File: config.mk
export PLATFORM = sky130hd
export DESIGN_NAME = tof_echo_timer
export DESIGN_NICKNAME = d
export VERILOG_FILES = /design/src/rtl/tof_pkg.sv /design/src/rtl/tof_echo_timer_echo_qualifier.sv /design/src/rtl/tof_echo_timer.sv
export SDC_FILE = /design/constraint.sdc
export NUM_CORES = 1
export LEC_CHECK = 0
export BUFFER_PORTS_ARGS = -buffer_cell sky130_fd_sc_hd__buf_2
export CELL_PAD_IN_SITES_DETAIL_PLACEMENT = 1
export CELL_PAD_IN_SITES_GLOBAL_PLACEMENT = 2
export CORE_ASPECT_RATIO = 1.1
export CORE_MARGIN = 3
export CORE_UTILIZATION = 41
export DETAILED_ROUTE_END_ITERATION = 8
export GPL_ROUTABILITY_DRIVEN = 0
export PLACE_DENSITY = 0.91
export SLEW_MARGIN = 30
export SYNTH_ARGS = -nofsm -noshare
export SYNTH_HDL_FRONTEND = slang
export SYNTH_HIERARCHICAL = 1
export SYNTH_SLANG_ARGS = --single-unit
File: constraint.sdc
create_clock -name clk -period 5.34 [get_ports clk]
set_input_delay 0.267 -clock clk [delete_from_list [all_inputs] [get_ports clk]]
set_output_delay 0.267 -clock clk [all_outputs]
set_load 0.005 [all_outputs]
File: src/rtl/tof_pkg.sv
// Shared types and defaults for the time-of-flight echo timer.
package tof_pkg;

    typedef enum logic [1:0] {
        IDLE,
        BLANK,
        LISTEN
    } state_t;

    localparam int CNT_WIDTH_DEFAULT = 24;

endpackage

File: src/rtl/tof_echo_timer_echo_qualifier.sv
// Echo edge detector and run-length qualifier: flags a rising echo edge and
// accepts it once the echo has stayed high for ECHO_MIN consecutive samples.
module echo_qualifier #(
    parameter int ECHO_MIN = 3
) (
    input  logic clk,
    input  logic rst,
    input  logic clear_i,
    input  logic enable_i,
    input  logic eligible_i,
    input  logic echo_i,
    output logic rise_pulse_o,
    output logic accept_o
);

    localparam int RunWidth = $clog2(ECHO_MIN + 1);

    logic                prev_q;
    logic [RunWidth-1:0] run_q;
    logic [RunWidth-1:0] run_d;

    // A rise always follows a low sample, so an active run can never overlap a new rise.
    always_comb begin
        rise_pulse_o = enable_i && eligible_i && echo_i && !prev_q;
        run_d        = '0;
        if (rise_pulse_o) begin
            run_d = RunWidth'(1);
        end else if ((run_q != '0) && echo_i) begin
            run_d = run_q + RunWidth'(1);
        end
        accept_o = enable_i && (run_d == RunWidth'(ECHO_MIN));
    end

    always_ff @(posedge clk or posedge rst) begin
        if (rst) begin
            prev_q <= 1'b0;
            run_q  <= '0;
        end else if (clear_i) begin
            prev_q <= echo_i;
            run_q  <= '0;
        end else if (enable_i) begin
            prev_q <= echo_i;
            run_q  <= run_d;
        end
    end

endmodule

File: src/rtl/tof_echo_timer.sv
// Measures clk cycles from a transmit-start strobe to the first qualified
// echo rise, with blanking, glitch rejection, timeout and abort.
module tof_echo_timer
    import tof_pkg::*;
#(
    parameter int CNT_WIDTH    = CNT_WIDTH_DEFAULT,
    parameter int BLANK_CYCLES = 100,
    parameter int ECHO_MIN     = 3,
    parameter int MAX_CYCLES   = 1000000
) (
    input  logic                 clk,
    input  logic                 rst,
    input  logic                 start_i,
    input  logic                 abort_i,
    input  logic                 echo_i,
    output logic                 busy_o,
    output logic                 done_o,
    output logic                 timed_out_o,
    output logic [CNT_WIDTH-1:0] tof_o
);

    localparam logic [CNT_WIDTH-1:0] MaxCount   = CNT_WIDTH'(MAX_CYCLES);
    localparam logic [CNT_WIDTH-1:0] BlankCount = CNT_WIDTH'(BLANK_CYCLES);

    state_t               state_q;
    logic [CNT_WIDTH-1:0] elapsed_q;
    logic [CNT_WIDTH-1:0] elapsed_d;
    logic [CNT_WIDTH-1:0] riseAt_q;
    logic                 qualClear;
    logic                 qualEnable;
    logic                 listening;
    logic                 risePulse;
    logic                 accept;

    assign elapsed_d  = elapsed_q + CNT_WIDTH'(1);
    assign qualClear  = (state_q == IDLE) && start_i;
    assign qualEnable = (state_q != IDLE);
    assign listening  = (state_q == LISTEN);

    echo_qualifier #(
        .ECHO_MIN(ECHO_MIN)
    ) u_qualifier (
        .clk         (clk),
        .rst         (rst),
        .clear_i     (qualClear),
        .enable_i    (qualEnable),
        .eligible_i  (listening),
        .echo_i      (echo_i),
        .rise_pulse_o(risePulse),
        .accept_o    (accept)
    );

    // elapsed_d is the count k belonging to the current edge; tof reports the rise edge's k.
    always_ff @(posedge clk or posedge rst) begin
        if (rst) begin
            state_q     <= IDLE;
            elapsed_q   <= '0;
            riseAt_q    <= '0;
            busy_o      <= 1'b0;
            done_o      <= 1'b0;
            timed_out_o <= 1'b0;
            tof_o       <= '0;
        end else begin
            done_o <= 1'b0;
            case (state_q)
                IDLE: begin
                    if (start_i) begin
                        state_q     <= (BLANK_CYCLES == 0) ? LISTEN : BLANK;
                        elapsed_q   <= '0;
                        busy_o      <= 1'b1;
                        tof_o       <= '0;
                        timed_out_o <= 1'b0;
                    end
                end
                BLANK, LISTEN: begin
                    if (abort_i) begin
                        state_q <= IDLE;
                        busy_o  <= 1'b0;
                    end else begin
                        elapsed_q <= elapsed_d;
                        if (risePulse) begin
                            riseAt_q <= elapsed_d;
                        end
                        if (accept) begin
                            tof_o       <= risePulse ? elapsed_d : riseAt_q;
                            timed_out_o <= 1'b0;
                            done_o      <= 1'b1;
                            busy_o      <= 1'b0;
                            state_q     <= IDLE;
                        end else if (elapsed_d == MaxCount) begin
                            tof_o       <= MaxCount;
                            timed_out_o <= 1'b1;
                            done_o      <= 1'b1;
                            busy_o      <= 1'b0;
                            state_q     <= IDLE;
                        end else if ((state_q == BLANK) && (elapsed_d == BlankCount)) begin
                            state_q <= LISTEN;
                        end
                    end
                end
                default: begin
                    state_q <= IDLE;
                    busy_o  <= 1'b0;
                end
            endcase
        end
    end

endmodule

# After elaboration in Yosys (flattened, before gate mapping)
# Index checks and enable logic that the tools add are counted.
[totals] elab_cells=75 reg_bits=80 in_bits=5
[op_classes] add_sub_neg=2 bitwise_logic=1 n_reduce_logical=19 eq_ne=10 muxes=34
[ops] cell="$mux W24" count=6
[ops] cell="$pmux W24 S2" count=2
[ops] cell="$add A24 B1 Y24 const B" count=1
[ops] cell="$eq A24 B20 Y1 const B" count=1
[ops] cell="$eq A24 B7 Y1 const B" count=1
[ops] cell="$mux W2" count=9
[ops] cell="$mux W1" count=14
[ops] cell="$reduce_bool A2 Y1" count=4
[ops] cell="$logic_and A1 B1 Y1" count=7
[ops] cell="$reduce_and A2 Y1" count=3
[ops] cell="$ne A5 B5 Y1 const B" count=1
[ops] cell="$eq A2 B2 Y1 const B" count=2
[ops] cell="$ne A2 B2 Y1 const B" count=2
[ops] cell="$ne A4 B4 Y1 const B" count=1
[ops] cell="$pmux W1 S2" count=2
[ops] cell="$pmux W2 S2" count=1
[ops] cell="$reduce_and A4 Y1" count=1
[ops] cell="$ne A3 B3 Y1 const B" count=1
[ops] cell="$reduce_and A3 Y1" count=1
[ops] cell="$add A2 B1 Y2 const B" count=1
[ops] cell="$eq A2 B1 Y1 const B" count=1
[ops] cell="$logic_not A2 Y1" count=1
[ops] cell="$reduce_or A2 Y1" count=1
[ops] cell="$logic_not A1 Y1" count=1
[ops] cell="$not A1 Y1" count=1

# Depth between registers and ports, before layout
# Gate-level depths: netlist of run 1.
[depth] ltp_word=10 mapped_depth=12 ltp_nobuf=10

# Hierarchy
# Netlist of run 1, hierarchy kept.
[by_module_without_submodules] module="tof_echo_timer" cells_per_inst=430 seq_area_each_um2=1926.8 n_inst=1 area_per_inst_um2=4077.7
[by_module_without_submodules] module="echo_qualifier" cells_per_inst=20 seq_area_each_um2=75.1 n_inst=1 area_per_inst_um2=195.2

# Worst setup path before layout of run 1
# OpenSTA, ideal clock, no wires.
[synth_timing] path_kind="register to register" start="register elapsed_q[0]" end="register tof_o[0]" setup_ns=0.135 stages_incl_launch_ff=13 slack_ns=2.461 n_path_buf=3 synth_period_minus_slack_ns=2.879 t_required_ns=5.205 arrival_time_ns=2.744 cell_sequence="dfrtp_1 > ha_1 > clkbuf_2 > nand3_2 > nor4_2 > xnor2_1 > or4b_4 > nor4_4 > a21oi_2 > a21o_1 > buf_6 > buf_12 > o2bb2ai_2"
[synth_between] elab_chain_cells=5 elab_cells_between_ends=8
[synth_rtl] item="start: declaration" line="tof_echo_timer.sv:26" source="logic [CNT_WIDTH-1:0] elapsed_q;"
[synth_rtl] item="start signal: assignment" line="tof_echo_timer.sv:80" source="elapsed_q <= elapsed_d;"
[synth_rtl] item="$add A24 B1 Y24 *" line="tof_echo_timer.sv:35" source="assign elapsed_d = elapsed_q + CNT_WIDTH'(1);"
[synth_rtl] item="branches (longest 4 deep; another with $eq A24 B20 Y1)"
[synth_rtl] item="end signal: assignment" line="tof_echo_timer.sv:85" source="tof_o <= risePulse ? elapsed_d : riseAt_q;"
[synth_rtl] item="end signal: assignment" line="tof_echo_timer.sv:91" source="tof_o <= MaxCount;"
[synth_rtl] item="end: declaration" line="tof_echo_timer.sv:19" source="output logic [CNT_WIDTH-1:0] tof_o"
# Mark *: on every way between the ends. The select of a mux whose other input is x is not followed.
# A chain may end at the register's enable or synchronous reset.

# Final worst setup path of run 1
[layout_timing] start="register state_q[1]" end="register tof_o[23]"
[layout_between] elab_chain_cells=10 elab_cells_between_ends=20
[layout_rtl] item="start: declaration" line="tof_echo_timer.sv:25" source="state_t state_q;"
[layout_rtl] item="start signal: assignment" line="tof_echo_timer.sv:68" source="state_q <= (BLANK_CYCLES == 0) ? LISTEN : BLANK;"
[layout_rtl] item="$eq A2 B2 Y1 or $reduce_bool A2 Y1 (tied branches)" line="tof_echo_timer.sv:38, tof_echo_timer.sv:65, tof_echo_timer.sv:37"
[layout_rtl] item="$logic_and A1 B1 Y1 (3 in series)" line="tof_echo_timer_echo_qualifier.sv:24" source="rise_pulse_o = enable_i && eligible_i && echo_i && !prev_q;"
[layout_rtl] item="$mux W2" line="tof_echo_timer_echo_qualifier.sv:26" source="if (rise_pulse_o) begin"
[layout_rtl] item="$eq A2 B2 Y1" line="tof_echo_timer_echo_qualifier.sv:31" source="accept_o = enable_i && (run_d == RunWidth'(ECHO_MIN));"
[layout_rtl] item="$logic_and A1 B1 Y1" line="tof_echo_timer_echo_qualifier.sv:31"
[layout_rtl] item="$mux W24" line="tof_echo_timer.sv:84" source="if (accept) begin"
[layout_rtl] item="$mux W24" line="tof_echo_timer.sv:76" source="if (abort_i) begin"
[layout_rtl] item="$pmux W24 S2" line="tof_echo_timer.sv:65" source="case (state_q)"
# Parallel ways exist; a longest one is shown, timed or not. The select of a mux whose other input is x is not followed.

==> metrics.log, run 1 <==
[metrics] outcome: finished, final reports clean
[metrics] initial core utilization: 42.59%
[metrics] Primary FF master, synth: sky130_fd_sc_hd__dfrtp_1
[metrics] worst hold path class: input port to flop
[metrics] initial antenna violation count: 0
[metrics] data arrival at the endpoint of the critical path: 3.92 ns
[metrics] Clock Sink Count: 80
[metrics] sequential area share after synthesis: between 40% and 50%
[metrics] placed wire-length estimate: around 7.6 mm
[metrics] maximum number of pins on one net before global-route repair: 78
[metrics] share of post-route cells with drive strength above 1: between 10% and 20%
[metrics] type of element capturing the critical path: flop
[metrics] maximum fanout encountered on the critical timing path: 18
[metrics] count of final hold-check violations: 0
[metrics] VDD IR-drop max: 0.0002176 V
[metrics] average cell area after synthesis: about 9.5 um^2
[metrics] number of max-capacitance violations reported: 0
[metrics] share of synthesized flip-flops with an asynchronous set or reset: 100.0%
[metrics] flops & latches, synth: 80
[metrics] routed len/inst: 17.75 um
[metrics] Gate Count Post-Synth: between 400 and 500
[metrics] number of logic stages on the critical path including buffering: 7
[metrics] number of distinct library cells after synthesis: 63
[metrics] First DRT Iteration DRCs: between 150 and 200
[metrics] cts bufs inserted: 9
[metrics] maximum frequency from static timing analysis: 0.2765 GHz
[metrics] drt via density: 5.618
[metrics] Syn. warnings: 6
[metrics] count of flip-flops with a built-in enable after synthesis: 0
[metrics] area of the core: 0.01003 mm^2
[metrics] Fin Hold WS: 0.1656 ns
[metrics] TritonCTS clock tree: done
[metrics] crit-path max cell delay: 0.79 ns
[metrics] clock latency on the worst-skew pair: 0.37 ns
[metrics] total leakage power: 0.002053 uW
[metrics] Bufs on Longest Clock Path: 2
[metrics] area of the mapped netlist: 0.004273 mm^2
[metrics] vias in the first global route: 3668
[metrics] Detailed Route WL: around 11 mm
[metrics] synthesis-to-layout area growth: 10.45%
[metrics] R2R cell count: 7
[metrics] Total Negative Setup Slacks: 0 ns
[metrics] number of core rows: 38
[metrics] CTS root buffer: sky130_fd_sc_hd__clkbuf_8
[metrics] iteration count of the initial detailed-routing pass: 4
[metrics] required arrival time at the worst endpoint: 5.64 ns
[metrics] horizontal die dimension: 103.3 um
[metrics] shortest period the worst path allows: 3.616 ns
[metrics] critical path type: flop to flop
[metrics] final clock skew: 0.01193 ns
[metrics] die height: 113.1 um
[metrics] utilization after layout: roughly 47%
[metrics] post-layout net count: 482
[metrics] kind of launch point of the worst setup path: flop
[metrics] sequence of cells on the critical path: inv_1 -> ha_1 -> nand2b_1 -> nor2_1 -> nand3_1 -> a211oi_1 -> a21o_1
[metrics] maximum level of the CTS H-tree: 3
[metrics] count of port buffers added during placement: 31
[metrics] worst-case headroom to the max-slew limit: 36.17%
[metrics] overall overflow remaining after global route: 0
[metrics] number of nets in the synthesized netlist: 462
[metrics] number of instances on the worst hold path: 2
[metrics] dominant delay contributor by cell family on the critical path: simple AND/OR/NAND/NOR gates
[metrics] Post-CTS Setup Repair Bufs: 0
[metrics] final setup fails: 0
[metrics] number of pins with negative max-slew slack in the final report: 0
[metrics] DRC violation count after routing: 0
[metrics] gr usage total: 20.39%
[metrics] num ports: 32
[metrics] slew at the pin with the worst max-slew slack: between 0.9 and 1 ns
[metrics] portion of the clock cycle consumed by the worst path in the final layout: between 60% and 70%
[metrics] most frequent standard cell in the layout excluding fill and tap cells: sky130_fd_sc_hd__nand2_1
[metrics] Final ANT Viol Nets: 0
[metrics] cells resized by post-CTS repair: 0
[metrics] floorplan die area: about 0.012 mm^2
[metrics] RSZ-0062 raised after global routing: false
[metrics] number of buffer and inverter instances along the worst setup path: 1
[metrics] most frequent cells in the layout: sky130_fd_sc_hd__nand2_1, sky130_fd_sc_hd__dfrtp_1, sky130_fd_sc_hd__o21ai_0
[metrics] total via count after detailed routing: between 3000 and 4000
[metrics] total power divided by cell area: 369.0 mW/mm^2
[metrics] global-route wire length before repair: roughly 19 mm
[metrics] slowest cell on the critical path: sky130_fd_sc_hd__nand3_1
[metrics] number of antenna repair diodes: 0
[metrics] hold-fix buffers at CTS: 1
[metrics] Clock Pin Slew Worst Setup and Hold Paths: 0.09 ns
## state kept, by name, indices dropped and copies added, names as in the netlist
name and cells:
elapsed_q 24, tof_o 24, busy_o 1, timed_out_o 1, u_qualifier/prev_q 1, done_o 1, state_q 2, riseAt_q 24
u_qualifier/run_q 2
## cell type report
| class | count | area, um^2 |
|---|---|---|
| Clock buffer | 10 | 137.6 |
| Clock inverter | 6 | 68.82 |
| Fill cell | 1166 | 5313 |
| Inverter | 11 | 41.29 |
| Multi-Input combinational cell | 333 | 2103 |
| Sequential cell | 80 | 2002 |
| Tap cell | 140 | 175.2 |
| Timing Repair Buffer | 35 | 191.4 |
## power by group
| group | switching, uW | internal (uW) | leakage (uW) |
|---|---|---|---|
| logic | 380 | 157 | 0.000847 |
| clock network | 238 | 230 | 0.000102 |
| registers | 65.9 | 670 | 0.00110 |
## synthesized netlist by cell type (6+ instances only)
| library cell | instances | share of area, % |
|---|---|---|
| sky130_fd_sc_hd__nand4_1 | 7 | 1.0 |
| sky130_fd_sc_hd__nor3_1 | 6 | 0.70 |
| sky130_fd_sc_hd__ha_1 | 7 | 2.0 |
| sky130_fd_sc_hd__o21ai_0 | 64 | 7.5 |
| sky130_fd_sc_hd__o2bb2ai_2 | 10 | 3.5 |
| sky130_fd_sc_hd__clkbuf_1 | 18 | 1.6 |
| sky130_fd_sc_hd__inv_1 | 11 | 0.97 |
| sky130_fd_sc_hd__nand3_1 | 9 | 1.1 |
| sky130_fd_sc_hd__nor2_1 | 27 | 2.4 |
| sky130_fd_sc_hd__xor2_1 | 8 | 1.6 |
| sky130_fd_sc_hd__dfrtp_1 | 80 | 47 |
| sky130_fd_sc_hd__xnor2_1 | 12 | 2.5 |
| sky130_fd_sc_hd__nand2_1 | 83 | 7.3 |
| sky130_fd_sc_hd__a21oi_1 | 12 | 1.4 |
## final timing paths
kind | startpoint | slack (ns) | endpoint
min in group asynchronous | rst | 0.31 | u_qualifier/run_q[0]$_DFFE_PP0P_
worst min register to register | riseAt_q[5]$_DFFE_PP0P_ | 0.48 | riseAt_q[5]$_DFFE_PP0P_
max in group asynchronous | rst | 4.19 | riseAt_q[20]$_DFFE_PP0P_
worst max-delay path | state_q[1]$_DFFE_PP0P_ | 1.72 | tof_o[23]$_DFFE_PP0P_
worst max register to register | state_q[1]$_DFFE_PP0P_ | 1.72 | tof_o[23]$_DFFE_PP0P_
worst min-delay path | echo_i | 0.17 | u_qualifier/prev_q$_DFFE_PP0P_
## metrics by stage
| stage | power [uW] | instance area [um^2] | std cells | worst slack, ns |
|---|---|---|---|---|
| after floorplan | 1150 | 4273 | 450 | 2.461 |
| after global placement | 1255 | 4494 | 598 | 1.833 |
| after detailed placement | 1282 | 4498 | 598 | 1.707 |
| after CTS | 1755 | 4715 | 615 | 1.675 |
| after global routing | 1860 | 4720 | 615 | 1.348 |
| final | 1742 | 4720 | 615 | 1.724 |
## layer usage
metal | vias to the layer above | share of wire (%) | global-route usage (%)
met3 | 15 | 2.1 | 2.589
met4 | 0 | 1.5 | 7.254
li1 | 1631 | - | -
met1 | 1760 | 47 | 27.54
met5 | - | 0 | 0
met2 | 49 | 49 | 33.38
## kinds of logic after synthesis
group           synth area share (%)
simple gates                   21.26
xor+xnor                       4.100
flops                          46.85
mux                            1.259
buf+inv                        4.099
fa+ha+maj                      2.050
compound gates                 20.38
Note: power is estimated with default switching activity, not from simulation.
==> run 2, diff against run 1 <==
Settings changed: ABC_AREA set to 1, CORE_UTILIZATION 41 to 32, PLACE_DENSITY 0.91 to 0.84.
Clock period 5.34 ns to 3.2 ns, I/O delays scaled along.
==> metrics.log, run 2 <==
[metrics] power spent charging and discharging nets: 1830 uW
[metrics] total via count after detailed routing: ~4000
[metrics] count of final hold-check violations: 0
[metrics] clock latency on the worst-skew pair: ~0.34 ns
[metrics] final non-filler cell total: 815
[metrics] Place WS: 0.5349 ns
[metrics] total placed instance area: around 0.0047 mm^2
[metrics] initial core utilization: 32.93%
[metrics] fillers: approximately 1700
[metrics] number of nets in the synthesized netlist: between 600 and 700
[metrics] Gate Count Post-Synth: 594
[metrics] iteration count of the initial detailed-routing pass: 5
[metrics] cts bufs inserted: 9
[metrics] CTS root buffer: sky130_fd_sc_hd__clkbuf_16
[metrics] required arrival time at the worst endpoint: roughly 3.5 ns
[metrics] total leakage power: 0.002389 uW
[metrics] synthesized-area fraction occupied by ao, oa, aoi and oai cells: 11.34%
[metrics] Fin Hold WS: 0.1565 ns
[metrics] Post-CTS Setup Repair Bufs: 0
[metrics] critical path type: flop to flop
[metrics] Detailed Route WL: roughly 13 mm
[metrics] dominant delay contributor by cell family on the critical path: simple AND/OR/NAND/NOR gates
[metrics] First DRT Iteration DRCs: 163
[metrics] number of placed cells counting well taps: 798
[metrics] parity-gate share of the synthesized area counting xor and xnor cells: 0.2005%
[metrics] DRC violation count after routing: 0
[metrics] kind of launch point of the worst setup path: flop
[metrics] total power divided by cell area: 846.6 mW/mm^2
[metrics] number of pins with negative max-slew slack in the final report: 0
[metrics] worst hold path class: input port to flop
[metrics] initial antenna violation count: 0
[metrics] maximum fanout encountered on the critical timing path: 22
[metrics] number of core rows: 44
[metrics] synthesis-to-layout area growth: 14.86%
[metrics] Design Area, Final: ~0.005 mm^2
[metrics] global-route wire length before repair: 21.66 mm
[metrics] horizontal die dimension: 117.4 um
[metrics] RSZ-0062 raised after global routing: false
[metrics] outcome: finished, final reports clean
[metrics] Logic pwr share: 39.0%
[metrics] slew at the pin with the worst max-slew slack: between 0.8 and 0.9 ns
[metrics] maximum number of pins on one net before global-route repair: 46
[metrics] combinational family with the most area after synthesis: simple AND/OR/NAND/NOR gates
[metrics] placed wire-length estimate: 9.503 mm
[metrics] data arrival at the endpoint of the critical path: 2.94 ns
[metrics] num ports: 32
[metrics] most frequent cells in the layout: sky130_fd_sc_hd__nand2_1, sky130_fd_sc_hd__dfrtp_1, sky130_fd_sc_hd__inv_1
[metrics] count of port buffers added during placement: 31
[metrics] number of max-capacitance violations reported: 0
[metrics] crit-path max cell delay: approximately 0.46 ns
[metrics] worst-case headroom to the max-slew limit: between 40% and 50%
[metrics] simple logic cell fraction of the synthesized area: 31.99%
[metrics] post-layout net count: 638
[metrics] R2R cell count: 16
[metrics] adder-cell share of the synthesized area: 2.005%
[metrics] Final ANT Viol Nets: 0
[metrics] Reg area: about 0.0020 mm^2
[metrics] final clock skew: between 0.008 and 0.009 ns
[metrics] Syn. warnings: 6
[metrics] number of antenna repair diodes: 0
[metrics] area taken by multi-input logic gates: 0.001989 mm^2
[metrics] die height: about 130 um
[metrics] VDD IR-drop max: 0.0003754 V
[metrics] share of synthesized flip-flops with an asynchronous set or reset: between 90% and 100%
[metrics] gr usage total: 17.87%
[metrics] sequential share of power: 36.4%
[metrics] Bufs on Longest Clock Path: 2
[metrics] Synth area leaders: sky130_fd_sc_hd__dfrtp_1, sky130_fd_sc_hd__nand2_1, sky130_fd_sc_hd__o21ai_0, sky130_fd_sc_hd__inv_1, sky130_fd_sc_hd__nand3_1
[metrics] most frequent standard cell in the layout excluding fill and tap cells: sky130_fd_sc_hd__nand2_1
[metrics] Clk network pwr share: 24.6%
[metrics] share of Yosys cell area claimed by the top area cell type: 45.82%
[metrics] number of logic stages on the critical path including buffering: 16
[metrics] number of buffer and inverter instances along the worst setup path: 1
[metrics] most frequent cell on the critical path: sky130_fd_sc_hd__nand2_1
[metrics] dominant cell by count in the synthesized netlist: sky130_fd_sc_hd__nand2_1
[metrics] routed len/inst: 15.55 um
[metrics] maximum frequency from static timing analysis: 0.3768 GHz
[metrics] Internal: between 2000 and 2500 uW
[metrics] number of instances on the worst hold path: 3
[metrics] final worst-path setup slack: approximately 0.55 ns
[metrics] flops & latches, synth: 80
[metrics] area of the core: 0.01327 mm^2
[metrics] sequence of cells on the critical path: ha_1 -> nand2_2 -> nor2_4 -> nand2_4 -> nor2_2 -> nand2_1 -> nand2_1 -> nand2_2 -> nor2_2 -> nand2_1 -> nor2_2 -> nand2_2 -> a21oi_4 -> buf_4 -> nand3_1 -> nand2_1
[metrics] overall overflow remaining after global route: 0
[metrics] Clock Sink Count: 80
[metrics] Total Negative Setup Slacks: 0 ns
[metrics] portion of netlist area occupied by mux cells: 0%
[metrics] Primary FF master, synth: sky130_fd_sc_hd__dfrtp_1
[metrics] Clock Pin Slew Worst Setup and Hold Paths: 0.06 ns
[metrics] biggest regs: elapsed_q: 24 flops, riseAt_q: 24 flops, tof_o: 24 flops
[metrics] area of the mapped netlist: 0.004369 mm^2
[metrics] floorplan die area: about 0.015 mm^2
[metrics] TritonCTS clock tree: done
[metrics] final setup fails: 0
[metrics] average cell area after synthesis: ~7.4 um^2
[metrics] type of element capturing the critical path: flop
[metrics] portion of the clock cycle consumed by the worst path in the final layout: 82.94%
[metrics] cells resized by post-CTS repair: 0
[metrics] sequential area share after synthesis: 45.82%
[metrics] drt via density: slightly below 5
[metrics] library cell with the largest summed area after synthesis: sky130_fd_sc_hd__dfrtp_1
[metrics] shortest period the worst path allows: 2.654 ns
[metrics] number of distinct library cells after synthesis: 28
[metrics] slowest cell on the critical path: sky130_fd_sc_hd__dfrtp_1
[metrics] count of flip-flops with a built-in enable after synthesis: 0
[metrics] share of post-route cells with drive strength above 1: 13.79%
[metrics] net switching fraction of the power: 43.08%
[metrics] maximum level of the CTS H-tree: 3
[metrics] vias in the first global route: 4267
[metrics] Synth top cells by count: sky130_fd_sc_hd__nand2_1, sky130_fd_sc_hd__dfrtp_1, sky130_fd_sc_hd__inv_1
run 2: cell types whose count changed after synthesis, moves of 6 or more:
cell | before | now
sky130_fd_sc_hd__nand2_1 | 83 | 205
sky130_fd_sc_hd__inv_1 | 11 | 70
sky130_fd_sc_hd__nand3_1 | 9 | 36
sky130_fd_sc_hd__nor2_1 | 27 | 47
sky130_fd_sc_hd__o22ai_1 | 2 | 21
sky130_fd_sc_hd__xnor2_1 | 12 | 0
sky130_fd_sc_hd__a21oi_1 | 12 | 2
sky130_fd_sc_hd__o2bb2ai_2 | 10 | 0
sky130_fd_sc_hd__nor2_2 | 1 | 10
sky130_fd_sc_hd__nand2_2 | 0 | 8
sky130_fd_sc_hd__xor2_1 | 8 | 1
sky130_fd_sc_hd__nor2_4 | 0 | 6
run 2: power by group through the flow:
| stage | Clock (uW) | Sequential, uW | Combinational, uW |
|---|---|---|---|
| 2_1_floorplan | 0 | 1500 | 1200 |
| 3_3_place_gp | 0 | 1550 | 1610 |
| 3_5_place_dp | 0 | 1560 | 1670 |
| 4_1_cts | 1070 | 1550 | 1680 |
| 5_1_grt | 1120 | 1600 | 1900 |
| 6_report | 1050 | 1550 | 1660 |
run 2: final timing paths:
| kind | from | to | slack, ns |
|---|---|---|---|
| worst min-delay path | echo_i | u_qualifier/prev_q$_DFFE_PP0P_ | 0.16 |
| max in group asynchronous | rst | elapsed_q[14]$_DFFE_PP0P_ | 1.82 |
| min in group asynchronous | rst | u_qualifier/run_q[0]$_DFFE_PP0P_ | 0.27 |
| worst min register to register | tof_o[10]$_DFFE_PP0P_ | tof_o[10]$_DFFE_PP0P_ | 0.47 |
| worst max register to register | elapsed_q[0]$_DFFE_PP0P_ | tof_o[14]$_DFFE_PP0P_ | 0.55 |
| worst max-delay path | elapsed_q[0]$_DFFE_PP0P_ | tof_o[14]$_DFFE_PP0P_ | 0.55 |
run 2: cell families after synthesis:
family,after synthesis
xor gates and xnor gates,1
adders and majority gates,7
buffers and inverters,92
DFF,80
AOI/OAI and AO/OA,89
and+or+nand+nor,325
run 2: metal layers:
layer  track usage, %  part of all wire, %
met1            22.36                   46
met2            31.56                   50
met3            3.077                  2.7
met4            6.073                  2.1
met5                0                    0
run 2: layout make-up:
type | instances | area share (%)
repair buffers | 39 | 4.338
flip-flops and latches | 80 | 39.89
inverters | 74 | 5.585
multi-input cells | 422 | 39.64
clock buffers | 11 | 4.837
clock inverters | 5 | 1.122
well taps | 184 | 4.587
run 2: what timing repair did:
action                                 4_1_cts  5_1_grt
hold buffers                                 1        0
endpoints found under the hold margin        3        0
setup endpoints to repair                    0        0
run 2: per-stage QoR:
step	util, %	total power, uW
after CTS	37.83	4302
after detailed placement	35.50	3230
final	37.83	4249
after global routing	37.83	4616
after floorplan	-	2697
after global placement	35.50	3156
run 2: tightest hold or removal path, delay by kind of cell:
| kind | cells | cell delay (ns) |
|---|---|---|
| compound gates | 1 | 0.09 |
| buf+inv | 2 | 0.19 |
